$ cat src/rtl/sync_fifo_v2_pkg.sv
// Shared definitions for the stream-buffer FIFOs: mode constants, clog2 helper
// and the occupancy-count width macro.
`ifndef SYNC_FIFO_CNT_W
`define SYNC_FIFO_CNT_W(d) (sync_fifo_pkg::clog2((d) + 32'sd1))
`endif

package sync_fifo_pkg;

  localparam int FIFO_STD  = 32'sd0;
  localparam int FIFO_FWFT = 32'sd1;

  function automatic int clog2(input int n);
    int v;
    int r;
    v = 32'sd1;
    r = 32'sd0;
    while (v < n) begin
      v = v * 32'sd2;
      r = r + 32'sd1;
    end
    return r;
  endfunction

endpackage

$ cat src/rtl/sync_fifo_v2_if.sv
// Producer/consumer handshake bundle for sync_fifo_v2; the FIFO uses the slave side.
interface sync_fifo_v2_if #(
  parameter int DATA_WIDTH = 12,
  parameter int DEPTH      = 8
);
  localparam int CW = `SYNC_FIFO_CNT_W(DEPTH);

  logic                  wr_en;
  logic [DATA_WIDTH-1:0] data_in;
  logic                  rd_en;
  logic                  clr_err;
  logic [DATA_WIDTH-1:0] data_out;
  logic                  valid;
  logic                  full;
  logic                  empty;
  logic                  almost_full;
  logic                  almost_empty;
  logic [CW-1:0]         count;
  logic                  overflow;
  logic                  underflow;

  modport master (
    output wr_en, data_in, rd_en, clr_err,
    input  data_out, valid, full, empty, almost_full, almost_empty, count, overflow, underflow
  );

  modport slave (
    input  wr_en, data_in, rd_en, clr_err,
    output data_out, valid, full, empty, almost_full, almost_empty, count, overflow, underflow
  );
endinterface

$ cat src/rtl/sync_fifo_v2_mem.sv
// Storage array for sync_fifo_v2: synchronous write port, asynchronous read port.
module fifo_mem_2p #(
  parameter int DATA_WIDTH = 12,
  parameter int DEPTH      = 8,
  parameter int AW         = 3
) (
  input  logic                  clk,
  input  logic                  we,
  input  logic [AW-1:0]         waddr,
  input  logic [DATA_WIDTH-1:0] wdata,
  input  logic [AW-1:0]         raddr,
  output logic [DATA_WIDTH-1:0] rdata
);

  logic [DATA_WIDTH-1:0] mem_r [DEPTH];

  always_ff @(posedge clk) begin
    if (we) begin
      mem_r[waddr] <= wdata;
    end
  end

  assign rdata = mem_r[raddr];

endmodule

$ cat src/rtl/sync_fifo_v2.sv
// Single-clock FIFO of arbitrary depth with standard or first-word-fall-through read,
// occupancy-derived flags and sticky overflow/underflow errors.
module sync_fifo_v2
  import sync_fifo_pkg::*;
#(
  parameter int DATA_WIDTH    = 12,
  parameter int DEPTH         = 8,
  parameter int FWFT          = FIFO_STD,
  parameter int AFULL_THRESH  = DEPTH - 1,
  parameter int AEMPTY_THRESH = 1
) (
  input  logic            clk,
  input  logic            rst_n,
  sync_fifo_v2_if.slave   bus
);

  localparam int CW = `SYNC_FIFO_CNT_W(DEPTH);
  localparam int PW = clog2(DEPTH);
  localparam logic [CW-1:0] DEPTH_C    = CW'(DEPTH);
  localparam logic [CW-1:0] AFULL_C    = CW'(AFULL_THRESH);
  localparam logic [CW-1:0] AEMPTY_C   = CW'(AEMPTY_THRESH);
  localparam logic [PW-1:0] PTR_LAST_C = PW'(DEPTH - 1);

  logic [PW-1:0]         wr_ptr_r;
  logic [PW-1:0]         rd_ptr_r;
  logic [CW-1:0]         count_r;
  logic [DATA_WIDTH-1:0] data_out_r;
  logic                  valid_r;
  logic                  overflow_r;
  logic                  underflow_r;
  logic [DATA_WIDTH-1:0] mem_rdata_s;
  logic                  full_s;
  logic                  empty_s;
  logic                  rd_acc_s;
  logic                  wr_acc_s;

  // Non-power-of-two depth: wrap by compare rather than letting the pointer overflow.
  function automatic logic [PW-1:0] ptr_inc(input logic [PW-1:0] p);
    return (p == PTR_LAST_C) ? '0 : p + PW'(1);
  endfunction

  assign full_s   = (count_r == DEPTH_C);
  assign empty_s  = (count_r == '0);
  assign rd_acc_s = bus.rd_en & ~empty_s;
  assign wr_acc_s = bus.wr_en & (~full_s | rd_acc_s);

  fifo_mem_2p #(
    .DATA_WIDTH (DATA_WIDTH),
    .DEPTH      (DEPTH),
    .AW         (PW)
  ) u_mem (
    .clk   (clk),
    .we    (wr_acc_s),
    .waddr (wr_ptr_r),
    .wdata (bus.data_in),
    .raddr (rd_ptr_r),
    .rdata (mem_rdata_s)
  );

  always_ff @(posedge clk) begin
    if (!rst_n) begin
      wr_ptr_r <= '0;
      rd_ptr_r <= '0;
      count_r  <= '0;
    end else begin
      if (wr_acc_s) wr_ptr_r <= ptr_inc(wr_ptr_r);
      if (rd_acc_s) rd_ptr_r <= ptr_inc(rd_ptr_r);
      case ({wr_acc_s, rd_acc_s})
        2'b10:   count_r <= count_r + CW'(1);
        2'b01:   count_r <= count_r - CW'(1);
        default: count_r <= count_r;
      endcase
    end
  end

  // Standard-mode output register: valid pulses for one cycle after each pop.
  always_ff @(posedge clk) begin
    if (!rst_n) begin
      data_out_r <= '0;
      valid_r    <= 1'b0;
    end else begin
      if (rd_acc_s) data_out_r <= mem_rdata_s;
      valid_r <= rd_acc_s;
    end
  end

  // A fresh error in the same cycle as clr_err keeps the flag set.
  always_ff @(posedge clk) begin
    if (!rst_n) begin
      overflow_r  <= 1'b0;
      underflow_r <= 1'b0;
    end else begin
      if (bus.wr_en & ~wr_acc_s) overflow_r <= 1'b1;
      else if (bus.clr_err)      overflow_r <= 1'b0;
      if (bus.rd_en & ~rd_acc_s) underflow_r <= 1'b1;
      else if (bus.clr_err)      underflow_r <= 1'b0;
    end
  end

  always_comb begin
    if (FWFT == FIFO_FWFT) begin
      bus.data_out = empty_s ? '0 : mem_rdata_s;
      bus.valid    = ~empty_s;
    end else begin
      bus.data_out = data_out_r;
      bus.valid    = valid_r;
    end
  end

  assign bus.full         = full_s;
  assign bus.empty        = empty_s;
  assign bus.almost_full  = (count_r >= AFULL_C);
  assign bus.almost_empty = (count_r <= AEMPTY_C);
  assign bus.count        = count_r;
  assign bus.overflow     = overflow_r;
  assign bus.underflow    = underflow_r;

endmodule

$ cat src/flat_wrapper.sv
// flat-port wrapper written by rule: the top's interface ports become plain ports
module sync_fifo_v2_flat import sync_fifo_pkg::*;
#(
  parameter int DATA_WIDTH    = 12,
  parameter int DEPTH         = 8,
  parameter int FWFT          = FIFO_STD,
  parameter int AFULL_THRESH  = DEPTH - 1,
  parameter int AEMPTY_THRESH = 1
)
  (clk, rst_n, bus_wr_en, bus_data_in, bus_rd_en, bus_clr_err, bus_data_out, bus_valid, bus_full, bus_empty, bus_almost_full, bus_almost_empty, bus_count, bus_overflow, bus_underflow);
  sync_fifo_v2_if #(.DATA_WIDTH(DATA_WIDTH), .DEPTH(DEPTH)) bus_i ();
  input  logic clk;
  input  logic rst_n;
  input wire logic [$bits(bus_i.wr_en)-1:0] bus_wr_en;
  input wire logic [$bits(bus_i.data_in)-1:0] bus_data_in;
  input wire logic [$bits(bus_i.rd_en)-1:0] bus_rd_en;
  input wire logic [$bits(bus_i.clr_err)-1:0] bus_clr_err;
  output wire logic [$bits(bus_i.data_out)-1:0] bus_data_out;
  output wire logic [$bits(bus_i.valid)-1:0] bus_valid;
  output wire logic [$bits(bus_i.full)-1:0] bus_full;
  output wire logic [$bits(bus_i.empty)-1:0] bus_empty;
  output wire logic [$bits(bus_i.almost_full)-1:0] bus_almost_full;
  output wire logic [$bits(bus_i.almost_empty)-1:0] bus_almost_empty;
  output wire logic [$bits(bus_i.count)-1:0] bus_count;
  output wire logic [$bits(bus_i.overflow)-1:0] bus_overflow;
  output wire logic [$bits(bus_i.underflow)-1:0] bus_underflow;
  assign bus_i.wr_en = bus_wr_en;
  assign bus_i.data_in = bus_data_in;
  assign bus_i.rd_en = bus_rd_en;
  assign bus_i.clr_err = bus_clr_err;
  assign bus_data_out = bus_i.data_out;
  assign bus_valid = bus_i.valid;
  assign bus_full = bus_i.full;
  assign bus_empty = bus_i.empty;
  assign bus_almost_full = bus_i.almost_full;
  assign bus_almost_empty = bus_i.almost_empty;
  assign bus_count = bus_i.count;
  assign bus_overflow = bus_i.overflow;
  assign bus_underflow = bus_i.underflow;
  sync_fifo_v2 #(.DATA_WIDTH(DATA_WIDTH), .DEPTH(DEPTH), .FWFT(FWFT), .AFULL_THRESH(AFULL_THRESH), .AEMPTY_THRESH(AEMPTY_THRESH)) u_core (.clk(clk), .rst_n(rst_n), .bus(bus_i));
endmodule
$ cat config.mk
export PLATFORM = sky130hd
export DESIGN_NAME = sync_fifo_v2_flat
export DESIGN_NICKNAME = d
export VERILOG_FILES = /design/src/rtl/sync_fifo_v2_pkg.sv /design/src/rtl/sync_fifo_v2_if.sv /design/src/rtl/sync_fifo_v2_mem.sv /design/src/rtl/sync_fifo_v2.sv /design/src/flat_wrapper.sv
export SDC_FILE = /design/constraint.sdc
export NUM_CORES = 1
export LEC_CHECK = 0
export ABC_AREA = 1
export BUFFER_PORTS_ARGS = -buffer_cell sky130_fd_sc_hd__buf_2
export CAP_MARGIN = 20
export CORE_MARGIN = 5
export CORE_UTILIZATION = 55
export CTS_BUF_LIST = sky130_fd_sc_hd__clkbuf_4
export DETAILED_ROUTE_END_ITERATION = 12
export PLACE_DENSITY = 0.86
export SKIP_LAST_GASP = 1
export SLEW_MARGIN = 20
export SYNTH_ARGS = -nofsm -noshare
export SYNTH_HDL_FRONTEND = slang
export SYNTH_SLANG_ARGS = --single-unit
$ cat constraint.sdc
create_clock -name clk -period 2.3 [get_ports clk]
set_input_delay 0.46 -clock clk [delete_from_list [all_inputs] [get_ports clk]]
set_output_delay 0.46 -clock clk [all_outputs]
set_load 0.02 [all_outputs]
==> impl_metrics.yaml, run 1 <==
status:
  run_status: "finished, final reports clean"
global_route:
  gr-usage-met3_pct: 5.48
  global_route.usage.met2_pct: 31.8
  number_of_global_route_vias_before_repair: 3599
  grt_start_max_net_pins: 50
  overflow: 0
  grtUsageTotal_pct: 20.6
  grt.busiest_layer: "met2"
  global_route.usage.met1_pct: 27.7
  initial_antenna_violation_count: 0
  grt_pass1_wl_um: 17900
yosys:
  yosys.area.top_type: "sky130_fd_sc_hd__edfxtp_1"
  postSynthRegisterBits: 121
  postSynth.asyncResetShare_pct: 0
  post_synth_instance_area_um2: 5190
  synth_nets: 550
  synth.yosys.seq_area_share_pct: 65.1
  synth.distinct_cells: 22
  synth_enable_flop_cells: 96
  synth_top_cells_by_area: "sky130_fd_sc_hd__edfxtp_1 (56%), sky130_fd_sc_hd__nand2_1 (11%), sky130_fd_sc_hd__dfxtp_1 (9.6%)"
  synth.yosys.warnings: 0
  ys.flop_type: "sky130_fd_sc_hd__edfxtp_1"
  synth_top_area_share_pct: 55.5
  avgSynthCellArea_um2: 9.89
  number_of_cells_produced_by_synthesis: 525
cts:
  worst_setup_hold_path_clk_slew_ns: 0.12
  ctsLongestPathBuffers: 2
  clk_latency_ns: 0.52
  number_of_buffers_created_by_cts: 17
  post_cts_resize_count: 0
  cts_tree: "built"
  cts_htree_levels: 4
  clock_tree.root_cell: "sky130_fd_sc_hd__clkbuf_4"
  cts_setup_buffers: 0
  total_clock_sinks: 121
  cts_hold_buf: 0
timing:
  slew_headroom_pct: 46.9
  final_period_minus_worst_setup_slack_ns: 2.10
  finalCritPeriodShare_pct: 91.3
  fin_worst_skew_ns: 0.0308
  final-max-slew-violation-count: 0
  setup_viol_count_final: 0
  finalHoldViolCount: 0
  worstMarginPinSlew_ns: 0.795
  fmax_ghz: 0.476
  grt_setup_unrepaired: "no"
place:
  place_area_um2: 5530
  place_congestion: 0.868
  dp.final_hpwl_um: 7580
  port_buffers: 39
power_and_ir_drop:
  switching_power_mw: 1.95
  power.static_leakage_nw: 2.57
  comb_power_share_pct: 28.8
  seq_power_share_pct: 47.9
  pwrdens_nw_per_um2: 950
  sw_frac_of_total_pct: 35.5
  pwr-share-clk_pct: 23.3
  cellInternalPower_mw: 3.54
  total_power_mw: 5.48
  vdd_drop_max_uv: 379
routing:
  vias: 3725
  routed_via_density: 5.17
  drc: 0
  drtAntennaViolNets: 0
  drt-wirelength-per-cell_um: 15.3
  drt_wl_total_um: 11000
  first_pass_iters: 5
  drt-initial-drc-count: 437
setup_path:
  cell_family_with_most_cp_delay: "buffers and inverters"
  worst_case_register_to_register_setup_slack_ns: 0.23
  endpoint_kind_of_the_worst_setup_timing_path: "output port"
  worst_ep_arrival_time_ns: 1.64
  timing.rr.end: "u_core.u_mem.mem_r[0][11]"
  critical_path.reg2reg.startpoint: "u_core.bus.count[0]"
  timing.critical_path.slowest_stage_cell: "sky130_fd_sc_hd__dfxtp_1"
  timing_worst_setup_path_type: "register to output port"
  timing.critical_path.fanout_max: 5
  crit_path_cell_trace: "inv_1, ha_1, inv_1, nor3_2, buf_2"
  crit_buf_inv: 3
  start_kind: "register"
  cp_data_required_time_ns: 1.84
  worstRegToRegCells: 9
  worst_path_most_repeated_cell: "sky130_fd_sc_hd__inv_1"
  max_stage_delay_ns: 0.37
final_layout:
  finish.utilization_pct: 62.5
  layout.area.seq_um2: 3380
  nNetsFinal: 603
  multi_input_area_um2: 1310
  final_cell_area_um2: 5770
  layout.cells.most_common: "sky130_fd_sc_hd__nand2_1"
  layout-drive-gt1-share_pct: 15.6
  final.fill_count: 704
  layout_common_cells: "sky130_fd_sc_hd__nand2_1 (147), sky130_fd_sc_hd__edfxtp_1 (96), sky130_fd_sc_hd__inv_1 (88)"
  area_delta_synth_final_pct: 11.2
  n_diodes: 0
floorplanning:
  area_enclosed_by_the_die_boundary_um2: 11500
  boundaryPins: 40
  std_cell_rows: 35
  core-area_um2: 9240
  die-width_um: 107
  initial_core_util_pct: 56.2
  dieHeight_um: 107
min_path:
  hold_start: "bus_clr_err"
  hp-class: "primary input to register"
  worst_hold_path.endpoint: "u_core.bus.underflow"
  worst_hold_path.num_cells: 4
run:
  cap_violations: 0
power by group through the flow:
| stage | Sequential (mW) | Combinational, mW | Clock [mW] |
|---|---|---|---|
| 4_1_cts | 2.62 | 1.57 | 1.30 |
| 2_1_floorplan | 2.78 | 1.05 | 0 |
| 5_1_grt | 2.65 | 1.76 | 1.41 |
| 6_report | 2.63 | 1.58 | 1.28 |
| 3_3_place_gp | 2.66 | 1.50 | 0 |
| 3_5_place_dp | 2.67 | 1.56 | 0 |
routing by layer:
layer / vias to the layer above / routed length, µm
met5: - / 0
met4: 0 / 132
met3: 16 / 1100
met2: 208 / 5140
met1: 1700 / 4650
li1: 1801 / -
per-stage QoR:
stage          setup TNS, ns  hold WS, ns  std cells  setup slack (ns)
6_report                   0        0.213        720             0.199
5_1_grt                    0        0.198        720            0.0143
4_1_cts                    0        0.182        720             0.181
3_5_place_dp               0        0.454        688             0.287
3_3_place_gp               0        0.449        688             0.374
2_1_floorplan          -3.88        0.482        525           -0.0808
registers in the layout, summed over array words and instances, names as in the netlist:
register	count
u_core.u_mem.mem_r	96
u_core.bus.data_out	12
u_core.bus.count	4
u_core.rd_ptr_r	3
u_core.wr_ptr_r	3
u_core.bus.overflow	1
u_core.bus.underflow	1
u_core.bus.valid	1
Yosys cell counts, types with 5 or more instances:
| library cell | number |
|---|---|
| sky130_fd_sc_hd__a21oi_1 | 21 |
| sky130_fd_sc_hd__buf_2 | 10 |
| sky130_fd_sc_hd__buf_6 | 5 |
| sky130_fd_sc_hd__dfxtp_1 | 25 |
| sky130_fd_sc_hd__edfxtp_1 | 96 |
| sky130_fd_sc_hd__ha_1 | 8 |
| sky130_fd_sc_hd__inv_1 | 88 |
| sky130_fd_sc_hd__nand2_1 | 147 |
| sky130_fd_sc_hd__nand3_1 | 74 |
| sky130_fd_sc_hd__nor2_1 | 22 |
| sky130_fd_sc_hd__o21ai_0 | 8 |
worst register-to-register path, delay by kind of cell (launching register included):
kind          cells  cell delay (ns)
simple gates      5             0.75
buf+inv           3             0.37
fa+ha+maj         1             0.23
flops             1             0.42
worst max-delay path by stage:
stage                              from  slack (ns)  cells past startpoint                       end
floorplan           u_core.bus.count[0]       -0.08                      8  u_core.u_mem.mem_r[0][0]
global placement    u_core.bus.count[0]        0.37                      9  u_core.u_mem.mem_r[2][0]
detailed placement  u_core.bus.count[1]        0.29                     12       u_core.bus.count[3]
CTS                 u_core.bus.count[0]        0.18                      5                  bus_full
global route        u_core.bus.count[0]        0.01                     12       u_core.bus.count[3]
finish              u_core.bus.count[0]        0.20                      5                  bus_full
logic make-up after synthesis:
group,count (synthesis),share of synthesized area [%]
AO/OA/AOI/OAI,31,3.08
adder cells (fa/ha/maj),8,1.93
buffers and inverters,115,9.56
AND/OR/NAND/NOR,249,20.1
XOR/XNOR,1,0.169
flip-flops,121,65.1
cell type report:
cell class              count  share of cell area, %
flip-flops and latches    121                   58.6
well taps                 129                   2.80
clock inverters            15                   1.93
clock buffers              17                   2.21
inverters                  92                   5.98
repair buffers             57                   5.72
multi-input cells         289                   22.8
(Power assumes the default switching activity.)
==> inputs of run 2 (changes only) <==
ABC_AREA = not set   (was 1)
==> run 2 against run 1 <==
Compared with the run above:
- combinational power shrank 16%
- register-to-register slack lost 0.14 ns
- core utilization grew 2.3 points
- setup slack lost 0.11 ns
- maximum frequency shrank 4.8%
- critical path depth grew 5
- first-iteration DRC count shrank 52%
- critical endpoint is now u_core.bus.count[3]
- total power grew 1.4%
==> impl_metrics.yaml, run 2 <==
yosys:
  number_of_cells_produced_by_synthesis: 296
  netlist_top_cells_count: "sky130_fd_sc_hd__edfxtp_1 (96), sky130_fd_sc_hd__mux2i_1 (50), sky130_fd_sc_hd__dfxtp_1 (25), sky130_fd_sc_hd__a22oi_1 (24), sky130_fd_sc_hd__nor2_1 (10)"
  synth_most_common_cell: "sky130_fd_sc_hd__edfxtp_1"
  yosys.area.top_type: "sky130_fd_sc_hd__edfxtp_1"
  ys.flop_type: "sky130_fd_sc_hd__edfxtp_1"
  synth_enable_flop_cells: 96
  synth.yosys.seq_area_share_pct: 70.9
  synth.distinct_cells: 40
  synth_nets: 321
  avgSynthCellArea_um2: 16.1
  post_synth_instance_area_um2: 4770
  postSynth.asyncResetShare_pct: 0
  synth_top_area_share_pct: 60.4
  synth.yosys.warnings: 0
  postSynthRegisterBits: 121
  synth_top_cells_by_area: "sky130_fd_sc_hd__edfxtp_1 (60%), sky130_fd_sc_hd__dfxtp_1 (10%), sky130_fd_sc_hd__mux2i_1 (10%)"
place:
  dp.final_hpwl_um: 5800
  place_congestion: 0.745
  place_area_um2: 5230
  port_buffers: 39
cts:
  total_clock_sinks: 121
  number_of_buffers_created_by_cts: 17
  clock_tree.root_cell: "sky130_fd_sc_hd__clkbuf_4"
  clk_latency_ns: 0.50
  cts_tree: "built"
  cts_htree_levels: 4
  worst_setup_hold_path_clk_slew_ns: 0.11
  ctsLongestPathBuffers: 2
setup_path:
  worst_case_register_to_register_setup_slack_ns: 0.09
  critical_path.reg2reg.startpoint: "u_core.bus.count[1]"
  timing_worst_setup_path_type: "register to register"
  start_kind: "register"
  endpoint_kind_of_the_worst_setup_timing_path: "register"
  max_stage_delay_ns: 0.47
  worstSetupEndpoint: "u_core.bus.count[3]"
  timing.critical_path.fanout_max: 5
  critical_path.startpoint: "u_core.bus.count[1]"
  worst_ep_arrival_time_ns: 2.59
  cp_data_required_time_ns: 2.68
  timing.critical_path.slowest_stage_cell: "sky130_fd_sc_hd__or4b_1"
  crit_path_cell_trace: "inv_1, ha_2, nor3b_4, nand2b_4, inv_4, ha_1, or4b_1, a21oi_2, xnor2_1, nor2_1"
  timing.rr.end: "u_core.bus.count[3]"
  worstRegToRegCells: 10
timing:
  finalHoldViolCount: 0
  setup_viol_count_final: 0
  setup_total_negative_slack_ns: 0
  worstMarginPinSlew_ns: 0.631
  fmax_ghz: 0.453
  grt_setup_unrepaired: "no"
  finalCritPeriodShare_pct: 96.0
  worst_hold_slack_ns: 0.217
  slew_headroom_pct: 58.0
  fin_worst_skew_ns: 0.0141
  final_period_minus_worst_setup_slack_ns: 2.21
  final-max-slew-violation-count: 0
power_and_ir_drop:
  vdd_drop_max_uv: 353
  seq_power_share_pct: 48.1
  switching_power_mw: 1.65
  pwrdens_nw_per_um2: 1000
  sw_frac_of_total_pct: 29.6
  pwr-share-clk_pct: 27.9
  power.static_leakage_nw: 2.05
  cellInternalPower_mw: 3.91
  comb_power_share_pct: 24.0
routing:
  drt_wl_total_um: 9240
  drtAntennaViolNets: 0
  drc: 0
  drt-initial-drc-count: 209
  vias: 2766
  drt-wirelength-per-cell_um: 19.1
  first_pass_iters: 4
  routed_via_density: 5.71
global_route:
  overflow: 0
  grtUsageTotal_pct: 18.4
  global_route.usage.met2_pct: 30.3
  global_route.usage.met1_pct: 23.5
  grt_pass1_wl_um: 14200
  grt_start_max_net_pins: 22
  gr-usage-met3_pct: 5.01
  grt.busiest_layer: "met2"
  initial_antenna_violation_count: 0
  number_of_global_route_vias_before_repair: 2710
floorplanning:
  die-width_um: 103
  area_enclosed_by_the_die_boundary_um2: 10600
  std_cell_rows: 34
  initial_core_util_pct: 55.5
  dieHeight_um: 103
  boundaryPins: 40
  core-area_um2: 8590
final_layout:
  layout_common_cells: "sky130_fd_sc_hd__edfxtp_1 (96), sky130_fd_sc_hd__mux2i_1 (50), sky130_fd_sc_hd__buf_2 (39)"
  layout-drive-gt1-share_pct: 31.6
  largest_register_ffs: 96
  finish.utilization_pct: 64.7
  n_diodes: 0
  final_cell_area_um2: 5560
  largest_register_by_flop_count: "u_core.u_mem.mem_r"
  area_delta_synth_final_pct: 16.6
  layout.cells.most_common: "sky130_fd_sc_hd__edfxtp_1"
  nNetsFinal: 388
min_path:
  hp-class: "primary input to register"
status:
  run_status: "finished, final reports clean"
run:
  cap_violations: 0
## run 2: cell count changes after synthesis, sizes merged, moves of 12 or more
| cell | previous run | this run |
|---|---|---|
| nand3 | 74 | 3 |
| inv | 92 | 6 |
| a21oi | 21 | 9 |
| a22oi | 1 | 24 |
| nand2 | 148 | 8 |
| mux2i | 0 | 50 |
## run 2: area by class of cell
type,instances,area (µm²)
Sequential cell,121,3390
Fill cell,579,3030
Multi-Input combinational cell,156,1330
Timing Repair Buffer,61,385
Clock inverter,12,151
Clock buffer,20,150
Tap cell,108,135
Inverter,6,25.0
## run 2: worst min path at each step
stage	startpoint	slack, ns	depth (start not counted)	end
floorplan	u_core.rd_ptr_r[1]	0.48	2	u_core.rd_ptr_r[1]
global placement	u_core.bus.data_out[9]	0.45	1	u_core.bus.data_out[9]
detailed placement	u_core.bus.data_out[7]	0.46	1	u_core.bus.data_out[7]
CTS	bus_data_in[4]	0.18	1	u_core.u_mem.mem_r[7][4]
global route	bus_data_in[10]	0.18	1	u_core.u_mem.mem_r[7][10]
finish	bus_data_in[10]	0.22	1	u_core.u_mem.mem_r[7][10]
## run 2: through the flow
step | instances | power, mW | setup WS (ns)
finish | 484 | 5.56 | 0.0926
global route | 484 | 5.80 | 0.0168
CTS | 481 | 5.54 | 0.0238
detailed placement | 449 | 4.01 | 0.0374
global placement | 449 | 3.96 | 0.146
floorplan | 296 | 3.61 | 0.0316
## run 2: timing repair
item | CTS | global route
buffers inserted | 0 | 3
setup endpoints to repair | 0 | 2
hold buffers | 0 | 0
resized for setup | 0 | 2
## run 2: power by group through the flow
stage | registers (mW) | logic (mW) | clock network, mW
detailed placement | 2.72 | 1.28 | 0
finish | 2.67 | 1.33 | 1.55
floorplan | 2.76 | 0.850 | 0
global route | 2.69 | 1.43 | 1.67
CTS | 2.67 | 1.29 | 1.58
global placement | 2.71 | 1.24 | 0
## run 2: cell families after synthesis
| kind of cell | Yosys count | synth area share, % |
|---|---|---|
| AO/OA/AOI/OAI | 49 | 8.18 |
| buffers and inverters | 19 | 2.07 |
| flip-flops | 121 | 70.9 |
| XOR/XNOR | 3 | 0.551 |
| adder cells (fa/ha/maj) | 8 | 2.10 |
| AND/OR/NAND/NOR | 46 | 5.67 |
| multiplexers | 50 | 10.5 |
## run 2: critical path, delay by kind of cell, from the launching register on
kind	cells	cell delay, ns
simple gates	4	0.86
flops	1	0.38
fa+ha+maj	2	0.37
compound gates	1	0.17
buf+inv	2	0.17
xor+xnor	1	0.13
## run 2: routing by layer
metal  routed length, µm  share of wire [%]  vias up
met4                 143                1.5        0
met2                4750                 51       96
met1                3830                 41     1365
li1                    -                  -     1293
met3                 508                5.5       12
met5                   0                  0        -
